<file path="src/rtl/loop_pkg.sv">
// Shared definitions for the shift-and-iterate arithmetic units (divider and
// multiplier): FSM state encoding, default operand widths and a constant
// helper for sizing iteration counters.
package loop_pkg;

  typedef enum logic [1:0] {
    IDLE = 2'd0,
    BUSY = 2'd1,
    DONE = 2'd2
  } state_t;

  localparam int LOOP_N = 16;
  localparam int LOOP_M = 8;

  // Number of bits needed to hold values 0 .. v-1.
  function automatic int clog2(input int v);
    int r;
    r = 0;
    for (int i = 0; i < 31; i++) begin
      if ((1 << i) < v) r = i + 1;
    end
    return r;
  endfunction

endpackage

</file>
<file path="src/rtl/loop_div_if.sv">
// Request/result bundle of the iterative divider.
// Optional feature macro: LOOP_DIV_ERR_EN adds the divide-by-zero flag err.
//
// Handshake: the master raises start with dividend/divisor; the divider
// accepts on the first posedge where it is IDLE or DONE (start is ignored
// while busy). Operands are sampled only on that accepting edge. ready
// then rises N edges later (1 edge for a flagged divide-by-zero) and
// quotient/remainder stay stable until the next accepted start or reset.
interface loop_div_if #(
  parameter int N = loop_pkg::LOOP_N,
  parameter int M = loop_pkg::LOOP_M
);

  logic         start;
  logic [N-1:0] dividend;
  logic [M-1:0] divisor;
  logic         busy;
  logic         ready;
  logic [N-1:0] quotient;
  logic [M-1:0] remainder;
`ifdef LOOP_DIV_ERR_EN
  logic         err;
`endif

  modport master (
    output start, dividend, divisor,
`ifdef LOOP_DIV_ERR_EN
    input  err,
`endif
    input  busy, ready, quotient, remainder
  );

  modport slave (
    input  start, dividend, divisor,
`ifdef LOOP_DIV_ERR_EN
    output err,
`endif
    output busy, ready, quotient, remainder
  );

endinterface

</file>
<file path="src/rtl/loop_div_step.sv">
// One restoring-division iteration: shift the next dividend bit into the
// partial remainder, try subtracting the divisor, keep the difference and
// emit a 1 quotient bit when it does not go negative.
module loop_div_step #(
  parameter int N = loop_pkg::LOOP_N,
  parameter int M = loop_pkg::LOOP_M
) (
  input  logic [M:0]   rem,
  input  logic [N-1:0] q,
  input  logic [M-1:0] d,
  output logic [M:0]   rem_next,
  output logic [N-1:0] q_next
);

  logic [M:0] shifted;
  logic [M:0] trial;
  logic       fits;
  // The remainder MSB is shifted out; it is only ever set when the divisor
  // is zero, where the upper bits carry no meaning.
  logic       unused_rem_msb;

  assign unused_rem_msb = rem[M];

  // Shift, trial-subtract and select the restored or reduced remainder.
  always_comb begin
    shifted  = {rem[M-1:0], q[N-1]};
    trial    = shifted - {1'b0, d};
    fits     = (shifted >= {1'b0, d});
    rem_next = fits ? trial : shifted;
    q_next   = {q[N-2:0], fits};
  end

endmodule

</file>
<file path="src/rtl/loop_div.sv">
// Iterative restoring divider: N-bit unsigned dividend by M-bit unsigned
// divisor, one quotient bit per clock. Holds the FSM, iteration counter and
// operand/result registers; the datapath step lives in loop_div_step.
// Optional feature macro: LOOP_DIV_ERR_EN -- divide-by-zero finishes in one
// cycle and raises err instead of running the full iteration.
module loop_div
  import loop_pkg::*;
#(
  parameter int N = LOOP_N,
  parameter int M = LOOP_M
) (
  input  logic     clk,
  input  logic     reset,
  loop_div_if.slave bus,
  output state_t   dbg_state
);

  localparam int CW = clog2(N + 1);

  state_t        state;
  logic [CW-1:0] count;
  logic [N-1:0]  q_r;
  logic [M:0]    rem_r;
  logic [M-1:0]  d_r;
  logic          busy_r;
  logic          ready_r;
  logic [M:0]    rem_nx;
  logic [N-1:0]  q_nx;
  logic          last_iter;
`ifdef LOOP_DIV_ERR_EN
  logic          err_r;
`endif

  loop_div_step #(.N(N), .M(M)) u_step (
    .rem      (rem_r),
    .q        (q_r),
    .d        (d_r),
    .rem_next (rem_nx),
    .q_next   (q_nx)
  );

  assign last_iter = (count == CW'(N - 1));

  // Control FSM plus operand/result registers; reset wins over start.
  always_ff @(posedge clk) begin
    if (reset) begin
      state   <= IDLE;
      count   <= '0;
      q_r     <= '0;
      rem_r   <= '0;
      d_r     <= '0;
      busy_r  <= 1'b0;
      ready_r <= 1'b0;
`ifdef LOOP_DIV_ERR_EN
      err_r   <= 1'b0;
`endif
    end else begin
      case (state)
        IDLE, DONE: begin
          if (bus.start) begin
            q_r     <= bus.dividend;
            d_r     <= bus.divisor;
            rem_r   <= '0;
            count   <= '0;
            busy_r  <= 1'b1;
            ready_r <= 1'b0;
`ifdef LOOP_DIV_ERR_EN
            err_r   <= 1'b0;
`endif
            state   <= BUSY;
          end
        end
        BUSY: begin
`ifdef LOOP_DIV_ERR_EN
          if (d_r == '0) begin
            // Short-circuit: same values the full iteration would produce.
            q_r     <= '1;
            rem_r   <= {1'b0, q_r[M-1:0]};
            count   <= CW'(N);
            busy_r  <= 1'b0;
            ready_r <= 1'b1;
            err_r   <= 1'b1;
            state   <= DONE;
          end else begin
`endif
            q_r   <= q_nx;
            rem_r <= rem_nx;
            count <= count + 1'b1;
            if (last_iter) begin
              busy_r  <= 1'b0;
              ready_r <= 1'b1;
              state   <= DONE;
            end
`ifdef LOOP_DIV_ERR_EN
          end
`endif
        end
        default: begin
          state   <= IDLE;
          busy_r  <= 1'b0;
          ready_r <= 1'b0;
        end
      endcase
    end
  end

  // Results are read straight from the working registers.
  assign bus.busy      = busy_r;
  assign bus.ready     = ready_r;
  assign bus.quotient  = q_r;
  assign bus.remainder = rem_r[M-1:0];
`ifdef LOOP_DIV_ERR_EN
  assign bus.err       = err_r;
`endif
  assign dbg_state     = state;

endmodule

</file>
<file path="src/flat_wrapper.sv">
// flat-port wrapper written by rule: the top's interface ports become plain ports
module loop_div_flat import loop_pkg::*;
#(
  parameter int N = LOOP_N,
  parameter int M = LOOP_M
)
  (clk, reset, dbg_state, bus_start, bus_dividend, bus_divisor, bus_busy, bus_ready, bus_quotient, bus_remainder);
  loop_div_if #(.N(N), .M(M)) bus_i ();
  input  logic clk;
  input  logic reset;
  output state_t dbg_state;
  input wire logic [$bits(bus_i.start)-1:0] bus_start;
  input wire logic [$bits(bus_i.dividend)-1:0] bus_dividend;
  input wire logic [$bits(bus_i.divisor)-1:0] bus_divisor;
  output wire logic [$bits(bus_i.busy)-1:0] bus_busy;
  output wire logic [$bits(bus_i.ready)-1:0] bus_ready;
  output wire logic [$bits(bus_i.quotient)-1:0] bus_quotient;
  output wire logic [$bits(bus_i.remainder)-1:0] bus_remainder;
  assign bus_i.start = bus_start;
  assign bus_i.dividend = bus_dividend;
  assign bus_i.divisor = bus_divisor;
  assign bus_busy = bus_i.busy;
  assign bus_ready = bus_i.ready;
  assign bus_quotient = bus_i.quotient;
  assign bus_remainder = bus_i.remainder;
  loop_div #(.N(N), .M(M)) u_core (.clk(clk), .reset(reset), .bus(bus_i), .dbg_state(dbg_state));
endmodule
</file>
<file path="config.mk">
export PLATFORM = sky130hd
export DESIGN_NAME = loop_div_flat
export DESIGN_NICKNAME = d
export VERILOG_FILES = /design/src/rtl/loop_pkg.sv /design/src/rtl/loop_div_if.sv /design/src/rtl/loop_div_step.sv /design/src/rtl/loop_div.sv /design/src/flat_wrapper.sv
export SDC_FILE = /design/constraint.sdc
export NUM_CORES = 1
export LEC_CHECK = 0
export CAP_MARGIN = 20
export CORE_MARGIN = 2
export CORE_UTILIZATION = 50
export CTS_BUF_LIST = sky130_fd_sc_hd__clkbuf_8 sky130_fd_sc_hd__clkbuf_16
export DETAILED_ROUTE_END_ITERATION = 7
export PLACE_DENSITY = 0.8
export SYNTH_ARGS = -nofsm -noshare
export SYNTH_HDL_FRONTEND = slang
export SYNTH_HIERARCHICAL = 1
export SYNTH_SLANG_ARGS = --single-unit
</file>
<file path="constraint.sdc">
create_clock -name clk -period 2.6 [get_ports clk]
set_clock_uncertainty 0.1 [all_clocks]
set_input_delay 0.52 -clock clk [delete_from_list [all_inputs] [get_ports clk]]
set_output_delay 0.52 -clock clk [all_outputs]
set_load 0.05 [all_outputs]
</file>
Yosys cells after proc, flatten, opt, wreduce, memory -nomap -nowiden:

Cells that the tools add are included.

* bits in registers: 41
* input bits: 27
* word-level logic and storage cells: 37

* add/subtract/negate cells: 2
* $lt $le $gt $ge: 1
* equal/unequal tests: 5
* mux-type cells: 16
* reduce and logical (&&, ||, !) cells: 6

Operator list (count)
* $pmux 16 s2: 1
* $mux 16: 1
* $mux 8: 2
* $pmux 8 s2: 1
* $pmux 5 s2: 1
* $ge 9x8->1: 1
* $sub 8x8->8: 1
* $reduce_and 2->1: 3
* $add 5x1->5 const B: 1
* $eq 5x4->1 const B: 1
* $mux 5: 1
* $mux 1: 4
* $mux 2: 2
* $pmux 1 s2: 2
* $pmux 2 s2: 1
* $eq 2x1->1 const B: 1
* $eq 2x2->1 const B: 1
* $logic_not 2->1: 1
* $ne 2x1->1 const B: 1
* $ne 2x2->1 const B: 1
* $reduce_bool 2->1: 1
* $reduce_or 2->1: 1

Depth between registers and ports, before layout:

* word-level depth: 4
* depth in mapped cells: 10
* mapped depth without buffers: 10

Hierarchy:

Netlist, hierarchy kept.

Modules (own cells, without submodules)
* loop_div: instances 1, cells each 216, area an instance 1752.9 um2, seq. area each 820.8 um2
* loop_div_step: instances 1, cells each 92, area an instance 666.9 um2, seq. area each 0.0 um2

Least setup slack after synthesis:

No wires, ideal clock.

* path type: reg-to-reg
* start: reg u_core.q_r[15], in the netlist u_core/bus.quotient[15]
* end: reg u_core.rem_r[4]
* arrival: 2297 ps
* path slack: 70 ps
* stages on the path, launching flop included: 11
* clock period less this slack: 2530 ps
* path through: dfxtp_1 > inv_1 > ha_1 > nand2b_1 > a211oi_1 > a22o_1 > or2_1 > buf_6 > mux2_4 > nand2_1 > a21oi_1

* longest elaborated chain between the ends: 3

Ends and longest elaborated chain
* from (decl): line loop_div.sv:22 `logic [N-1:0] q_r;`
* from (signal assigned): line loop_div.sv:61 `q_r <= bus.dividend;`
* from (signal assigned): line loop_div.sv:86 `q_r <= q_nx;`
* $ge 9x8->1: line loop_div_step.sv:28 `fits = (shifted >= {1'b0, d});`
* named net u_core.u_step.fits: line loop_div_step.sv:17 `logic fits;`
* $mux 8: line loop_div_step.sv:29 `rem_next = fits ? trial : shifted;`
* named net u_core.rem_nx[4]: line loop_div.sv:27 `logic [M:0] rem_nx;`
* $pmux 8 s2: line loop_div.sv:58 `case (state)`
* to (signal assigned): line loop_div.sv:87 `rem_r <= rem_nx;`
* to (decl): line loop_div.sv:23 `logic [M:0] rem_r;`

The timed path passes the listed nets, and every way through them passes these cells.
A chain may end at the register's enable or synchronous reset.

Worst setup path after layout:

* start: reg u_core.d_r[4]
* end: reg u_core.rem_r[3]

* longest elaborated chain between the ends: 3

Ends and longest elaborated chain
* from (decl): line loop_div.sv:24 `logic [M-1:0] d_r;`
* from (signal assigned): line loop_div.sv:62 `d_r <= bus.divisor;`
* $ge 9x8->1: line loop_div_step.sv:28
* named net u_core.q_nx[0]: line loop_div.sv:28 `logic [N-1:0] q_nx;`
* $mux 8: line loop_div_step.sv:29
* named net u_core.rem_nx[3]: line loop_div.sv:27
* $pmux 8 s2: line loop_div.sv:58

The timed path passes the listed nets, and every way through them passes these cells.

==> impl_metrics.tcl <==
set metrics [dict create \
    grt_pass1_wl_mm 8.24 \
    hold_buffers 0 \
    finalHoldViolCount 0 \
    die_h_um 72.4 \
    ys.warnings.count 6 \
    wl_met2_mm 2.49 \
    end_kind "flop" \
    status "finished clean" \
    critPathMaxStageDelay_ns 0.36 \
    num_vias 2019 \
    r2r_cells 9 \
    portBuffers 54 \
    die_x_um 72.4 \
    power_w 0.00236 \
    antenna_found_initial 0 \
    firstDrtPassIters 4 \
    worstSetupPathDepth 9 \
    crit_buf_inv 1 \
    cts_max_path_buffers 2 \
    synth_fp_nets 335 \
    grt_max_degree 51 \
    viasPerCell 5.43 \
    cp_cell_sequence "inv_1, ha_1, a21o_1, o21bai_1, a211o_1, or2_4, mux2_4, nand2_1, a21oi_1" \
    startpoint "u_core/d_r[4]" \
    max_cap_violations 0 \
    r2r-start "u_core/d_r[4]" \
    final_util 0.627 \
    tightestPinTransition_ns 0.521 \
    crit_end "u_core/rem_r[3]" \
    holdWs_ns 0.359 \
    finalSetupViolCount 0 \
    gr-total-overflow 0 \
    ant_nets 0 \
    ir_drop_mv 0.409 \
    power_density_nw_per_um2 849 \
    drt_iter0_drc 144 \
    hpwlAfterDp_mm 3.62 \
    rsz0062_at_grt "no" \
    grt_pass1_vias 1835 \
    clock_tree.root_cell "clkbuf_8" \
    startpoint_type "flop" \
    grt.total_usage 0.198 \
    synthesis.area_um2 2340 \
    p_leak_nw 1.07 \
    start_util 0.526 \
    crit_type "flop to flop" \
    relSlewSlack 0.651 \
    area_growth_pct 19.1 \
    finalWirelength_mm 5.07 \
    numCtsBuffers 5 \
    r2r_slack_ns 0.18 \
    cts_resized 0 \
    h-tree-depth 2 \
    slowest_stage "a211o_1" \
    drive_gt1_frac 0.0750 \
    setup_tns_ns 0 \
    wl_per_cell_um 13.6 \
    rows 24 \
    min_period_ns 2.42 \
    clk_latency_ns 0.29 \
    cpLargestDelayFamily "compound AO/OA/AOI/OAI gates" \
    clock-sinks 40 \
    cts_tree "done" \
    worst_ep_required_time_ns 2.66 \
    min_path_type "flop to flop" \
    postCtsSetupRepairBufs 0 \
    crit_path_max_fanout 8 \
    wl_met3_um 213 \
    r2r_end "u_core/rem_r[3]" \
    num_antenna_cells 0 \
    pin_count 55 \
    nets 357 \
    netlist_instances 297 \
    placed_cells 364 \
    fmax_mhz 414 \
    timing.final.crit_share 0.930 \
    wl_met1_mm 2.29 \
    fin_cells 372 \
    routed.top_layer "met4" \
    synth_area_per_cell_um2 7.88 \
    path_clk_slew_ns 0.08 \
    slew_violations 0 \
    gp_congestion 0.864 \
    cp.arrival_ns 2.48 \
    die-area_um2 5240 \
    core_um2 4440 \
    post-route-drc-count 0 \
]
## sequential cells by signal, summed over array words and instances (netlist names)
name	count
u_core/bus.quotient	16
u_core/d_r	8
u_core/dbg_state	2
u_core/count	5
u_core/bus.busy	1
u_core/rem_r	8
## where the power goes
part / switching (W) / leakage [nW] / internal [W]
registers: 0.0000606 / 0.329 / 0.000680
logic: 0.000672 / 0.697 / 0.000541
clock network: 0.000224 / 0.0479 / 0.000187
## placed cells by master, fill, tap and decap left out, types with 2 or more instances in the layout
| master | n |
|---|---|
| dfxtp_1 | 40 |
| a21oi_1 | 27 |
| mux2_4 | 4 |
| o21ai_0 | 3 |
| nand2_1 | 59 |
| and2b_1 | 2 |
| nand3_1 | 12 |
| a311oi_1 | 17 |
| xnor2_1 | 2 |
| nor3b_1 | 2 |
| clkinv_2 | 2 |
| buf_4 | 6 |
| nor3_1 | 3 |
| clkdlybuf4s50_1 | 54 |
| nor2_1 | 25 |
| inv_1 | 14 |
| clkbuf_8 | 5 |
| nand2b_1 | 6 |
| ha_1 | 10 |
| o21a_1 | 2 |
## how the worst min path moves through the flow
stage                       start       endpoint  slack, ns  cells past startpoint
finish              u_core/d_r[7]  u_core/d_r[7]       0.36                      2
global route        u_core/d_r[5]  u_core/d_r[5]       0.38                      2
CTS                 u_core/d_r[3]  u_core/d_r[3]       0.36                      2
detailed placement  u_core/d_r[3]  u_core/d_r[3]       0.35                      2
global placement    u_core/d_r[5]  u_core/d_r[5]       0.34                      2
floorplan           u_core/d_r[2]  u_core/d_r[2]       0.34                      2
## routing by layer
layer / up-vias / track usage
li1: 1026 / -
met1: 939 / 0.251
met4: 0 / 0.0658
met5: - / 0
met2: 48 / 0.339
met3: 6 / 0.0375
## worst reg2reg max path, delay by kind of cell (launching register included)
family / cells / cell delay [ns]
adders and majority gates: 1 / 0.31
and+or+nand+nor: 2 / 0.38
AOI/OAI and AO/OA: 4 / 0.81
muxes: 1 / 0.31
DFF: 1 / 0.33
buffers and inverters: 1 / 0.05
## area by class of cell
| type | count | area [um2] |
|---|---|---|
| sequential | 40 | 801 |
| multi-input combinational | 197 | 1170 |
| fill | 397 | 1660 |
| timing repair buffer | 61 | 606 |
| tap | 52 | 65.1 |
| clock buffer | 5 | 68.8 |
| clock inverter | 3 | 18.8 |
| inverter | 14 | 52.6 |
## per-stage QoR
step,setup WS (ns),cell area [um2]
floorplan,0.0852,2340
global placement,0.158,2700
detailed placement,0.112,2700
CTS,0.0986,2780
global route,0.0688,2790
finish,0.183,2790
No activity file was read; power rests on OpenSTA's default activity.
